==> src/rtl/change_dispenser.sv <==
// change_dispenser
// Pays out a change amount as 50/10/5/1 coins, one coin at a time. Each coin
// is a one-cycle pulse to its hopper, and the next coin waits for the
// hopper's drop acknowledge. Each denomination has a stock counter. When a
// hopper is empty, the payout falls back to smaller coins.
//
// State    | meaning
// ---------+-----------------------------------------------------------
// IDLE     | waiting for start; refill allowed
// SELECT   | choose the largest coin that fits remaining and is in stock
// PULSE    | coin pulse on the chosen hopper, stock decremented
// WAIT_ACK | waiting for mech_ack, bounded by ACK_TIMEOUT
// DONE     | one-cycle done, beep counter loaded
// ERR      | out of suitable coins or hopper fault; refill/start allowed
//
// Ports:
//   clk_sys, rst            clock, synchronous active-high reset
//   start, amount           payout request and its value (8-bit units)
//   mech_ack                hopper drop acknowledge
//   refill                  reload all stock counters (IDLE/ERR only)
//   qian50/10/5/1           one-cycle coin pulses
//   busy, done, err         status to the seller core
//   remaining               value not yet paid out
//   beep                    completion tone
module change_dispenser #(
    parameter logic [7:0] STOCK50_INIT = 8'd20,
    parameter logic [7:0] STOCK10_INIT = 8'd50,
    parameter logic [7:0] STOCK5_INIT  = 8'd50,
    parameter logic [7:0] STOCK1_INIT  = 8'd100,
    parameter int         ACK_TIMEOUT  = 16,
    parameter int         BEEP_CYCLES  = 8
) (
    input  logic       clk_sys,
    input  logic       rst,
    input  logic       start,
    input  logic [7:0] amount,
    input  logic       mech_ack,
    input  logic       refill,
    output logic       qian50,
    output logic       qian10,
    output logic       qian5,
    output logic       qian1,
    output logic       busy,
    output logic       done,
    output logic       err,
    output logic [7:0] remaining,
    output logic       beep
);

    localparam int TW = $clog2(ACK_TIMEOUT + 1);
    localparam int BW = $clog2(BEEP_CYCLES + 1);
    localparam logic [TW-1:0] TO_LAST   = TW'(ACK_TIMEOUT - 1);
    localparam logic [BW-1:0] BEEP_LOAD = BW'(BEEP_CYCLES - 1);

    typedef enum logic [2:0] {IDLE, SELECT, PULSE, WAIT_ACK, DONE, ERR} state_t;

    state_t        state;
    logic [7:0]    stock50, stock10, stock5, stock1;
    logic [3:0]    coin_sel;      // one-hot {50,10,5,1}
    logic [7:0]    coin_val;
    logic [TW-1:0] timeout_cnt;
    logic [BW-1:0] beep_cnt;

    logic          pick_ok;
    logic [3:0]    pick_sel;
    logic [7:0]    pick_val;

    // Greedy choice: largest denomination that fits and is still stocked.
    always_comb begin
        pick_ok  = 1'b0;
        pick_sel = 4'b0000;
        pick_val = 8'd0;
        if (remaining >= 8'd50 && stock50 != 8'd0) begin
            pick_ok = 1'b1; pick_sel = 4'b1000; pick_val = 8'd50;
        end else if (remaining >= 8'd10 && stock10 != 8'd0) begin
            pick_ok = 1'b1; pick_sel = 4'b0100; pick_val = 8'd10;
        end else if (remaining >= 8'd5 && stock5 != 8'd0) begin
            pick_ok = 1'b1; pick_sel = 4'b0010; pick_val = 8'd5;
        end else if (remaining >= 8'd1 && stock1 != 8'd0) begin
            pick_ok = 1'b1; pick_sel = 4'b0001; pick_val = 8'd1;
        end
    end

    always_ff @(posedge clk_sys) begin
        if (rst) begin
            state       <= IDLE;
            stock50     <= STOCK50_INIT;
            stock10     <= STOCK10_INIT;
            stock5      <= STOCK5_INIT;
            stock1      <= STOCK1_INIT;
            coin_sel    <= 4'b0000;
            coin_val    <= 8'd0;
            timeout_cnt <= '0;
            beep_cnt    <= '0;
            qian50      <= 1'b0;
            qian10      <= 1'b0;
            qian5       <= 1'b0;
            qian1       <= 1'b0;
            busy        <= 1'b0;
            done        <= 1'b0;
            err         <= 1'b0;
            remaining   <= 8'd0;
            beep        <= 1'b0;
        end else begin
            // Coin pulses and done are single-cycle by default.
            {qian50, qian10, qian5, qian1} <= 4'b0000;
            done <= 1'b0;

            // Beep runs on its own so a new payout can start during the tone.
            if (beep_cnt != '0) begin
                beep_cnt <= beep_cnt - BW'(1);
                beep     <= 1'b1;
            end else begin
                beep     <= 1'b0;
            end

            case (state)
                IDLE, ERR: begin
                    if (start) begin
                        remaining <= amount;
                        busy      <= 1'b1;
                        err       <= 1'b0;
                        state     <= SELECT;
                    end else if (refill) begin
                        stock50 <= STOCK50_INIT;
                        stock10 <= STOCK10_INIT;
                        stock5  <= STOCK5_INIT;
                        stock1  <= STOCK1_INIT;
                    end
                end
                SELECT: begin
                    if (remaining == 8'd0) begin
                        done  <= 1'b1;
                        state <= DONE;
                    end else if (pick_ok) begin
                        coin_sel <= pick_sel;
                        coin_val <= pick_val;
                        // Registered here so the pulse lines up with PULSE.
                        {qian50, qian10, qian5, qian1} <= pick_sel;
                        state <= PULSE;
                    end else begin
                        busy  <= 1'b0;
                        err   <= 1'b1;
                        state <= ERR;
                    end
                end
                PULSE: begin
                    if (coin_sel[3] && stock50 != 8'd0) stock50 <= stock50 - 8'd1;
                    if (coin_sel[2] && stock10 != 8'd0) stock10 <= stock10 - 8'd1;
                    if (coin_sel[1] && stock5  != 8'd0) stock5  <= stock5  - 8'd1;
                    if (coin_sel[0] && stock1  != 8'd0) stock1  <= stock1  - 8'd1;
                    timeout_cnt <= '0;
                    state       <= WAIT_ACK;
                end
                WAIT_ACK: begin
                    if (mech_ack) begin
                        remaining <= remaining - coin_val;
                        state     <= SELECT;
                    end else if (timeout_cnt == TO_LAST) begin
                        // The dropped-or-not coin stays counted out of stock.
                        busy  <= 1'b0;
                        err   <= 1'b1;
                        state <= ERR;
                    end else begin
                        timeout_cnt <= timeout_cnt + TW'(1);
                    end
                end
                DONE: begin
                    busy     <= 1'b0;
                    beep     <= 1'b1;
                    beep_cnt <= BEEP_LOAD;
                    state    <= IDLE;
                end
                default: state <= IDLE;
            endcase
        end
    end

endmodule
==> config.mk <==
export PLATFORM = sky130hd
export DESIGN_NAME = change_dispenser
export DESIGN_NICKNAME = d
export VERILOG_FILES = /design/src/rtl/change_dispenser.sv
export SDC_FILE = /design/constraint.sdc
export NUM_CORES = 1
export LEC_CHECK = 0
export CAP_MARGIN = 20
export CELL_PAD_IN_SITES_DETAIL_PLACEMENT = 1
export CELL_PAD_IN_SITES_GLOBAL_PLACEMENT = 1
export CORE_ASPECT_RATIO = 1.5
export CORE_MARGIN = 2
export CORE_UTILIZATION = 41
export CTS_BUF_LIST = sky130_fd_sc_hd__clkbuf_2 sky130_fd_sc_hd__clkbuf_4 sky130_fd_sc_hd__clkbuf_8
export CTS_CLUSTER_SIZE = 10
export DETAILED_ROUTE_END_ITERATION = 6
export GPL_TIMING_DRIVEN = 0
export PLACE_DENSITY_LB_ADDON = 0.1
export SETUP_SLACK_MARGIN = 0.4
export SLEW_MARGIN = 20
export SYNTH_ARGS = -nofsm -noshare
export SYNTH_HDL_FRONTEND = slang
export SYNTH_SLANG_ARGS = --single-unit
==> constraint.sdc <==
create_clock -name clk_sys -period 2 [get_ports clk_sys]
set_input_delay 0.4 -clock clk_sys [delete_from_list [all_inputs] [get_ports clk_sys]]
set_output_delay 0.4 -clock clk_sys [all_outputs]
set_load 0.05 [all_outputs]
==> impl_metrics.ini <==
[status]
outcome = finished, violations left
violations = negative setup slack

[finish]
nNetsFinal = 560
layout_common_cells = buf_4 (46), nor2_1 (41), dfxtp_1 (37)
area_delta_synth_final_pct = 61.3
final_common_cell = buf_4
fin_cells = 640
fill_cells = 902
diodes = 0
drive_gt1_share_pct = 48.2

[worst_setup_path]
end_kind = flop
cp_max_fo = 4
critPathArrivalTime_ns = 2.39
slowest_delay_ns = 0.57
cp-start-kind = flop
path_cells = or4_4 > buf_6 > o311ai_4 > buf_4 > a211oi_2 > xnor2_1 > nor2_1
crit_type = reg -> reg
crit_required_ns = 2.25
slowest_stage = or4_4

[timing]
finalSetupViolations = 13
finalHoldViolations = 0
fin_ws_ns = -0.140
clock_skew_ns = 0.0141
timing.final.crit_share_pct = 107
slew_violations = 0
slew_headroom_pct = 55.7
period_needed_ns = 2.14
rsz0062_at_grt = yes
tightest_slew_ns = 0.660
max_freq_mhz = 467

[floorplanning]
num_rows = 41
io_pins = 29
dieHeight_um = 118
start_util_pct = 42.2
die_x_um = 79.7
dieArea_mm2 = 0.00937
coreArea_mm2 = 0.00836

[grt]
antenna_found_initial = 0
grt_pass1_wl_um = 20400
grt_start_max_net_pins = 11
grt_overflow = 0
grt_pass1_vias = 3957
grtUsageTotal_pct = 28.2

[power]
vdd_drop_max_mv = 0.570
clkPwrFrac_pct = 21.9
pwr-share-comb_pct = 45.0
p_per_area_mw_per_mm2 = 862
switching_share_pct = 40.3
p_leak_nw = 2.05
p_int_mw = 2.93
switchingPower_mw = 1.97
share_seq_of_total_power_pct = 33.1

[logic_synthesis]
ys.warnings.count = 0
synthDistinctLibCells = 56
synth_ff_type = dfxtp_1
postSynthCellCount = 427
synth_async_sr_flop_share_pct = 0
avgSynthCellArea_um2 = 8.26
syn_area_mm2 = 0.00353
synth_nets = 456
ys_ff_latch = 66
yosysSeqAreaShare_pct = 37.5
synth_edf_count = 0

[detailed_routing]
drc = 0
drt-initial-drc-count = 207
vias = 3901
wire_per_inst_um = 25.5
drt_wl_total_um = 16300
drt-pass1-iter-count = 4
antenna_left = 0
post_drt_via_cell_ratio = 6.10

[clock_tree]
clk_latency_ns = 0.38
htreeDepth = 3
cts_tree = yes
clockBufferDepth = 2
clk_pin_slew_ns = 0.07
cts-root-buf = clkbuf_8
cts_buffers = 9
cts_hold_buf = 0
clock-sinks = 66

[min_path]
min-delay-path-class = reg -> reg

[job]
cap_violations = 0

[placed_design]
gp_congestion = 0.771
dp.cells = 562
port-buffer-count = 28
hpwl_um = 7450
place_ws_ns = -0.766
==> final timing paths <==
kind	startpoint	endpoint	cells past startpoint	slack, ns
setup / recovery	stock5[5]	stock5[6]	7	-0.14
hold / removal	stock50[3]	stock50[3]	2	0.50
setup reg to reg	stock5[5]	stock5[6]	7	-0.14
hold reg to reg	stock50[3]	stock50[3]	2	0.50
==> power groups by stage <==
stage | combinational, mW | sequential (mW) | clock [mW]
global placement | 1.36 | 1.59 | 0
finish | 2.21 | 1.63 | 1.07
global route | 2.31 | 1.63 | 1.13
floorplan | 0.893 | 1.72 | 0
CTS | 1.79 | 1.60 | 1.05
detailed placement | 1.40 | 1.60 | 0
==> critical path: cells and delay by family, from the launching register on <==
kind / cells / cell delay [ns]
buffers and inverters: 2 / 0.36
DFF: 1 / 0.32
and+or+nand+nor: 2 / 0.66
AOI/OAI and AO/OA: 2 / 0.46
xor gates and xnor gates: 1 / 0.22
==> per-layer routing <==
layer / GRT usage (%) / share of wire, % / routed length, um / up-vias
met2: 51.5 / 55 / 8960 / 114
met3: 5.83 / 3.0 / 494 / 59
met5: 0 / 0 / 0 / -
met4: 11.5 / 4.4 / 721 / 0
met1: 30.7 / 38 / 6130 / 1983
li1: - / - / - / 1745
==> state kept, by name, indices dropped and copies added, names as in the netlist, 3 cells and up <==
name and cells:
coin_val 3, stock1 8, stock5 8, remaining 8
timeout_cnt 5, state 3, coin_sel 3, stock10 8
beep_cnt 4, stock50 8
==> cell families (layout without fill, tap and decap cells) <==
group	after synthesis	in the layout	share of synthesized area [%]
simple gates	166	166	24.0
compound gates	103	104	19.8
mux	3	3	0.852
fa+ha+maj	16	16	5.89
xor+xnor	28	28	6.96
buf+inv	45	150	5.04
flops	66	66	37.5
==> metrics by stage <==
stage               hold WS, ns  cell area (um2)  util [%]  setup TNS, ns  power [mW]
floorplan                 0.456             3720         -              0        2.61
global placement          0.470             4140      49.5         -18.59        2.96
detailed placement        0.481             4140      49.5         -19.81        3.00
CTS                       0.486             5140      61.5        -0.0388        4.43
global route              0.512             5690      68.0          -1.28        5.08
finish                    0.500             5690      68.0         -0.782        4.90
==> what timing repair did <==
item | 4_1_cts | 5_1_grt
setup endpoints to repair | 80 | 68
resized for setup | 177 | 89
buffers inserted | 36 | 26
pin swaps | 40 | 53
cloned | 2 | 1
==> layout make-up <==
cell class / instances / area (um2) / share of cell area, %
clock buffer: 13 / 166 / 2.93
sequential: 66 / 1390 / 24.4
buffer: 17 / 178 / 3.12
inverter: 28 / 110 / 1.94
timing repair buffer: 92 / 850 / 14.9
tap: 107 / 134 / 2.35
multi-input combinational: 317 / 2860 / 50.3
==> cells in the mapped netlist (2+ instances only) <==
cell	instances	area (um2)
o31a_1	4	35.0
clkbuf_1	15	56.3
mux2i_1	3	30.0
xor2_1	15	131
o31ai_1	3	22.5
ha_1	15	188
nand4bb_1	2	22.5
a22oi_1	3	22.5
o21a_1	4	30.0
and2_1	4	25.0
and3_1	4	25.0
nor3_1	15	75.1
a31oi_1	4	25.0
nand3_1	12	60.1
o211ai_1	9	67.6
nand3b_1	3	22.5
nand2_1	35	131
o21ai_0	21	105
nor2_1	47	176
a21o_1	2	15.0
inv_1	28	105
or3_1	6	37.5
dfxtp_1	66	1320
a21oi_1	22	110
or4_1	3	22.5
o311a_1	3	30.0
xnor2_1	13	114
nor2b_1	7	43.8
o211a_1	3	30.0
o311ai_0	2	17.5
nand2b_1	4	25.0
nor3b_1	2	15.0
a211oi_1	12	90.1
nor4_1	9	56.3
nand4_1	5	31.3
a32oi_1	2	17.5
No activity file was read; power rests on OpenSTA's default activity.
